## config.mk

```make
export PLATFORM = sky130hd
export DESIGN_NAME = bw_mult_seq
export DESIGN_NICKNAME = d
export VERILOG_FILES = /design/src/rtl/bw_mult_seq.sv
export SDC_FILE = /design/constraint.sdc
export NUM_CORES = 1
export LEC_CHECK = 0
export ABC_AREA = 1
export CAP_MARGIN = 20
export CORE_AREA = 3 3 138 100
export DETAILED_ROUTE_END_ITERATION = 10
export DIE_AREA = 0 0 141 103
export PLACE_DENSITY_LB_ADDON = 0.08
export SYNTH_ARGS = -nofsm -noshare
export SYNTH_HDL_FRONTEND = slang
export SYNTH_SLANG_ARGS = --single-unit
```

## constraint.sdc

```tcl
create_clock -name i_clk -period 15 [get_ports i_clk]
set_clock_uncertainty 0.2 [all_clocks]
set_input_delay 1.5 -clock i_clk [delete_from_list [all_inputs] [get_ports i_clk]]
set_output_delay 1.5 -clock i_clk [all_outputs]
set_load 0.01 [all_outputs]
```

## src/rtl/bw_mult_seq.sv

```systemverilog
// Sequential Baugh-Wooley multiplier: accumulates RPC partial-product rows per clock.
// Optional macro APX_TRUNC_EN zeroes all partial-product bits in columns below TRUNC_COL.
module bw_mult_seq #(
    parameter int DW        = 12,
    parameter int RPC       = 3,
    parameter int TRUNC_COL = 8
) (
    input  logic            i_clk,
    input  logic            i_rst,
    input  logic            i_in_valid,
    output logic            o_in_ready,
    input  logic [DW-1:0]   i_muld,
    input  logic [DW-1:0]   i_mulr,
    input  logic            i_signed_mode,
    output logic            o_out_valid,
    input  logic            i_out_ready,
    output logic [2*DW-1:0] o_prod,
    output logic            o_busy
);

    localparam int PW = 2 * DW;
    localparam int IW = $clog2(DW);
    localparam int CW = $clog2(DW + 1);
    localparam logic [PW-1:0] K_SIGNED   = (PW'(1) << DW) | (PW'(1) << (PW - 1));
    localparam logic [PW-1:0] TRUNC_MASK = ~((PW'(1) << TRUNC_COL) - PW'(1));

    if (DW < 4 || (DW % RPC) != 0 || TRUNC_COL < 0 || TRUNC_COL > DW) begin : g_bad_params
        $error("bw_mult_seq: illegal parameters DW=%0d RPC=%0d TRUNC_COL=%0d", DW, RPC, TRUNC_COL);
    end

    typedef enum logic [1:0] {
        IDLE = 2'd0,
        ACC  = 2'd1,
        DONE = 2'd2
    } state_t;

    state_t          r_state;
    state_t          w_state_next;
    logic [PW-1:0]   r_acc;
    logic [CW-1:0]   r_cnt;
    logic [DW-1:0]   r_muld;
    logic [DW-1:0]   r_mulr;
    logic            r_signed;
    logic [PW-1:0]   w_sum;
    logic            w_accept;
    logic            w_last_row_group;

    // Row idx with the Baugh-Wooley sign-bit inversions; K in the accumulator balances them.
    function automatic logic [PW-1:0] rowGen(input logic [IW-1:0] idx);
        logic [DW-1:0] pp;
        logic [PW-1:0] row;
        pp = r_muld & {DW{r_mulr[idx]}};
        if (r_signed) begin
            if (idx == IW'(DW - 1)) begin
                pp[DW-2:0] = ~pp[DW-2:0];
            end else begin
                pp[DW-1] = ~pp[DW-1];
            end
        end
        row = PW'(pp) << idx;
`ifdef APX_TRUNC_EN
        row = row & TRUNC_MASK;
`endif
        return row;
    endfunction

    always_comb begin
        w_sum = r_acc;
        for (int j = 0; j < RPC; j++) begin
            w_sum = w_sum + rowGen(IW'(r_cnt) + IW'(j));
        end
    end

    assign w_last_row_group = (r_cnt == CW'(DW - RPC));

    always_ff @(posedge i_clk) begin
        if (i_rst) begin
            r_state <= IDLE;
        end else begin
            r_state <= w_state_next;
        end
    end

    always_comb begin
        w_state_next = r_state;
        o_in_ready   = 1'b0;
        o_out_valid  = 1'b0;
        o_busy       = 1'b0;
        w_accept     = 1'b0;
        case (r_state)
            IDLE: begin
                o_in_ready = ~i_rst;
                w_accept   = i_in_valid & ~i_rst;
                if (w_accept) begin
                    w_state_next = ACC;
                end
            end
            ACC: begin
                o_busy = 1'b1;
                if (w_last_row_group) begin
                    w_state_next = DONE;
                end
            end
            DONE: begin
                o_busy      = 1'b1;
                o_out_valid = 1'b1;
                if (i_out_ready) begin
                    w_state_next = IDLE;
                end
            end
            default: w_state_next = IDLE;
        endcase
    end

    always_ff @(posedge i_clk) begin
        if (i_rst) begin
            r_acc    <= '0;
            r_cnt    <= '0;
            r_muld   <= '0;
            r_mulr   <= '0;
            r_signed <= 1'b0;
        end else if (w_accept) begin
            r_muld   <= i_muld;
            r_mulr   <= i_mulr;
            r_signed <= i_signed_mode;
            r_cnt    <= '0;
            r_acc    <= i_signed_mode ? K_SIGNED : '0;
        end else if (r_state == ACC) begin
            r_acc <= w_sum;
            r_cnt <= r_cnt + CW'(RPC);
        end
    end

    assign o_prod = r_acc;

endmodule

```

==> reports/metrics.yaml, run 1 <==
outcome: "finished, final reports clean"
finalSetupViolCount: 0
post-synth-top-area-fraction_pct: 16.0
grt_pass1_wl_mm: 33.4
drive_gt1_share_pct: 4.81
gp_congestion: 1.05
crit_fanout: 52
drc: 0
busiest_layer: "met1"
syn_nets: 1168
fin_crit_sh_pct: 50.3
portBuffers: 55
syn_to_final_growth_pct: 10.7
power_density_nw_per_um2: 174
n_fill_cell: 1243
coreArea_sq_um: 12500
cts_sinks: 55
slew_headroom_pct: 46.8
seqCellArea_sq_um: 1100
slew_violations: 0
setup_slack_ps: 7460
cts_hold_buffers: 0
cts_buffer_depth: 2
tightest_slew_ps: 797
final.setup.tns_ps: 0
first_pass_iters: 8
cts_buffers: 5
clock_latency_ps: 310
fp.dieW_um: 141
yosys-top-cells-area: "dfxtp_1 16%, nand2_1 16%, fa_1 13%"
synth-seq-cells: 55
grt_max_degree: 53
synth_warnings: 0
first_iter_violations: 728
synthFlopType: "dfxtp_1"
drv_cap: 0
synth.distinct_cells: 42
num_antenna_cells: 0
cpMostUsedCell: "nand2_1"
cp_top_family: "adder cells"
hold_class: "register to register"
synth.top_cells.by_count: "289 x nand2_1, 142 x inv_1, 103 x o21ai_0"
met1_usage_pct: 43.9
max_freq_ghz: 0.133
cpPeakStageDelay_ps: 680
routed_wl_mm: 20.9
cp_slowest_cell: "ha_1"
syn_inst: 1061
syn_avg_cell_area_sq_um: 6.50
critPathKind: "register to register"
period_minus_slack_ps: 7540
worst_setup_path_start_kind: "register"
ctsRootBufferMaster: "clkbuf_16"
place_worst_setup_slack_ps: 7630
fin_nets: 1188
power_leakage_nw: 3.38
vias: 6999
syn-cell-area_sq_um: 6900
grt_pass1_vias: 6315
io_pins: 56
required_ps: 15050
cp.arrival_ps: 7590
ir_drop_mv: 0.118
num_rows: 34
use_met2_pct: 42.8
seq_area_frac_synth_pct: 16.0
place_hpwl_mm: 16.8
die-area_sq_um: 14500
grt_usage_pct: 29.4
ant_nets: 0
tritoncts: "built"
start_util_pct: 55.4
htreeDepth: 2
finalPower_mw: 1.33
clkTransAtPathRegs_ps: 80
multiInputGateArea_sq_um: 5030
yosysTopAreaCell: "dfxtp_1"
worst-path-buf-inv: 6
routedWlPerCell_um: 16.8
synthMostInstantiatedCell: "nand2_1"
postCtsSetupRepairBufs: 0
ctsResizeCount: 0
grt_overflow: 0
synth_enable_flop_cells: 0
cp-end-kind: "register"
die_h_um: 103
grt_use_met3_pct: 9.18
async_reset_ff_share_pct: 0
hold_violations: 0
rsz0062_at_grt: "false"
vias_per_cell: 5.63
antenna_found_initial: 0
==> kinds of logic (layout without fill, tap and decap cells) <==
| logic type | after synthesis | in the layout | synth area share [%] |
|---|---|---|---|
| AND/OR/NAND/NOR | 457 | 457 | 28.4 |
| AO/OA/AOI/OAI | 217 | 217 | 17.2 |
| buffers and inverters | 196 | 217 | 11.2 |
| adder cells (fa/ha/maj) | 78 | 78 | 19.1 |
| flip-flops | 55 | 55 | 16.0 |
| XOR/XNOR | 29 | 29 | 3.90 |
| multiplexers | 29 | 29 | 4.21 |
==> power breakdown <==
group | switching [mW] | internal [mW] | leakage (nW)
Sequential | 0.0429 | 0.179 | 0.449
Clock | 0.0657 | 0.0641 | 0.0759
Combinational | 0.629 | 0.345 | 2.85
==> sequential cells by signal, summed over array words and instances, names as in the netlist <==
signal,count
o_prod,24
r_cnt,4
r_muld,12
r_mulr,12
r_signed,1
r_state,2
==> metrics by stage <==
stage	util (%)	instances	hold WS [ps]	instance area, sq um
final	61.3	1244	289	7640
after global routing	61.3	1244	310	7640
after CTS	61.3	1244	291	7640
after detailed placement	60.0	1236	278	7480
after global placement	60.0	1236	268	7480
after floorplan	-	1061	253	6900
==> tightest hold or removal path: stages (launching register included) <==
cell and delay [ps]:
dfxtp_1 330, nand2_1 60, a21oi_1 60
==> layout make-up <==
type	count	share of cell area (%)
clock buffers	5	1.64
flip-flops and latches	55	14.4
well taps	162	2.65
inverters	147	7.22
multi-input cells	810	65.8
clock inverters	3	0.377
repair buffers	62	7.90
==> worst paths after layout <==
check,slack (ps),cells past startpoint,end,startpoint
hold / removal,290,2,o_prod[20],o_prod[20]
setup reg to reg,7460,36,o_prod[23],r_cnt[0]
hold reg to reg,290,2,o_prod[20],o_prod[20]
setup / recovery,7460,36,o_prod[23],r_cnt[0]
==> per-layer routing <==
| metal | up-vias | wire length [um] |
|---|---|---|
| met5 | - | 0 |
| met4 | 0 | 138 |
| met3 | 14 | 2470 |
| met2 | 295 | 8440 |
| met1 | 3233 | 9850 |
| li1 | 3457 | - |
==> cell usage in the layout, fill, tap and decap left out, types with 6 or more instances in the layout <==
cell type          n
nand2_1          289
fa_1              46
nor2_1            37
ha_1              32
inv_1            142
nand3_2            6
xor2_1            27
o22ai_1            7
o21ai_1           14
buf_4              7
o21ai_0          103
nand3_1           88
or2_2             16
mux2i_1           29
a21oi_1           66
clkdlybuf4s50_1   55
dfxtp_1           55
a22o_1            13
Note: power is estimated with default switching activity, not from simulation.
==> run 2: changes to the inputs <==
- clock period: 15 -> 6.5 ns (I/O delays scaled with it)
==> reports/metrics.yaml, run 2 (synthesis results as in run 1) <==
grt_overflow: 0  # unchanged
tightest_slew_ps: 735  # -61.9 ps
clkTransAtPathRegs_ps: 80  # about the same
place_inst: 1258  # +1.8%
vias: 7146  # +2.1%
first_pass_iters: 5  # -3
routed_wl_mm: 21.4  # +2.2%
fp.dieW_um: 141  # unchanged
drc: 0  # unchanged
final_common_cell: "nand2_1"
power_leakage_nw: 3.53  # +4.6%
largest_reg_flops: 24  # unchanged
die-area_sq_um: 14500  # unchanged
final.setup.tns_ps: 0  # unchanged
finalSetupViolCount: 0  # unchanged
grt_pass1_wl_mm: 34.0  # +1.9%
cts_sinks: 55  # unchanged
hold_violations: 0  # unchanged
cpPeakStageDelay_ps: 530  # -150 ps
worst_setup_path_start_kind: "register"
vias_per_cell: 5.60  # -0.38%
tritoncts: "built"
ant_nets: 0  # unchanged
drv_cap: 0  # unchanged
final_cell_mix: "289 x nand2_1, 141 x inv_1, 97 x o21ai_0"
cp_slowest_cell: "fa_1"
required_ps: 6540  # -8510 ps
outcome: "finished, final reports clean"
num_antenna_cells: 0  # unchanged
syn_to_final_growth_pct: 15.1
n_fill_cell: 1196  # -3.8%
place_hpwl_mm: 17.4  # +3.4%
num_rows: 34  # unchanged
routedWlPerCell_um: 16.8  # -0.24%
grt_pass1_vias: 6442  # +2.0%
grt_max_degree: 32  # -40%
cts_buffer_depth: 2  # unchanged
ctsRootBufferMaster: "clkbuf_16"
crit_fanout: 7  # -87%
antenna_found_initial: 0  # unchanged
coreArea_sq_um: 12500  # unchanged
slew_violations: 0  # unchanged
grt_usage_pct: 29.7  # +0.20 points
io_pins: 56  # unchanged
period_minus_slack_ps: 6040  # -1500 ps
cp-end-kind: "register"
ir_drop_mv: 0.270  # +130%
fin_nets: 1219  # +2.6%
max_freq_ghz: 0.165  # +25%
hold_class: "register to register"
drive_gt1_share_pct: 8.36  # +3.5 points
power_density_nw_per_um2: 402  # +130%
htreeDepth: 2  # unchanged
start_util_pct: 55.4  # unchanged
cpMostUsedCell: "nand2_1"
cp.arrival_ps: 6090  # -1500 ps
die_h_um: 103  # unchanged
portBuffers: 55  # unchanged
cts_buffers: 5  # unchanged
clock_latency_ps: 300  # about the same
fin_crit_sh_pct: 93.0  # +43 points
slew_headroom_pct: 51.0  # +4.1 points
instances_no_fill: 1275  # +2.5%
critPathKind: "register to register"
first_iter_violations: 711  # -2.3%
gp_congestion: 1.03  # -2.5%
run 2: stage by stage:
step | total power, mW | setup WS, ps | util, % | instance area [sq um] | hold WS [ps]
2_1_floorplan | 2.19 | 300 | - | 6900 | 253
3_3_place_gp | 2.77 | 316 | 61.4 | 7650 | 266
3_5_place_dp | 2.80 | 291 | 61.4 | 7650 | 274
4_1_cts | 3.15 | 243 | 62.8 | 7830 | 286
5_1_grt | 3.52 | -42.4 | 63.7 | 7940 | 311
6_report | 3.20 | 457 | 63.7 | 7940 | 282
run 2: path summary, 6_finish.rpt:
| kind | start | end | slack, ps | depth (start not counted) |
|---|---|---|---|---|
| max | r_cnt[1] | o_prod[22] | 460 | 32 |
| min | o_prod[2] | o_prod[2] | 280 | 2 |
| max reg2reg | r_cnt[1] | o_prod[22] | 460 | 32 |
| min reg2reg | o_prod[2] | o_prod[2] | 280 | 2 |
run 2: layout make-up:
class / instances / area [sq um] / area share (%)
multi-input combinational: 810 / 5070 / 63.8
inverter: 147 / 556 / 7.00
clock inverter: 2 / 38.8 / 0.488
clock buffer: 6 / 139 / 1.75
timing repair buffer: 93 / 833 / 10.5
sequential: 55 / 1100 / 13.9
tap: 162 / 203 / 2.55
run 2: what timing repair did:
item,4_1_cts,5_1_grt
buffers inserted,0,9
hold buffers,0,0
resized for setup,0,19
setup endpoints to repair,0,7
run 2: report_power, final:
group / leakage, nW / total [mW] / internal, mW / switching, mW
registers: 0.450 / 0.506 / 0.415 / 0.0909
clock network: 0.0875 / 0.338 / 0.195 / 0.144
logic: 2.99 / 2.35 / 0.842 / 1.51
run 2: critical path: cells and delay by family, from the launching register on:
family | cells | cell delay (ps)
flops | 1 | 370
fa+ha+maj | 4 | 1660
simple gates | 9 | 920
compound gates | 10 | 1640
mux | 1 | 190
buf+inv | 7 | 830
xor+xnor | 1 | 160
run 2: layer usage:
layer	routed length (um)	track usage, %	up-vias	part of all wire (%)
li1	-	-	3523	-
met1	10400	45.2	3276	49
met2	8400	42.1	319	39
met3	2280	7.93	28	11
met4	309	5.66	0	1.4
met5	0	0	-	0
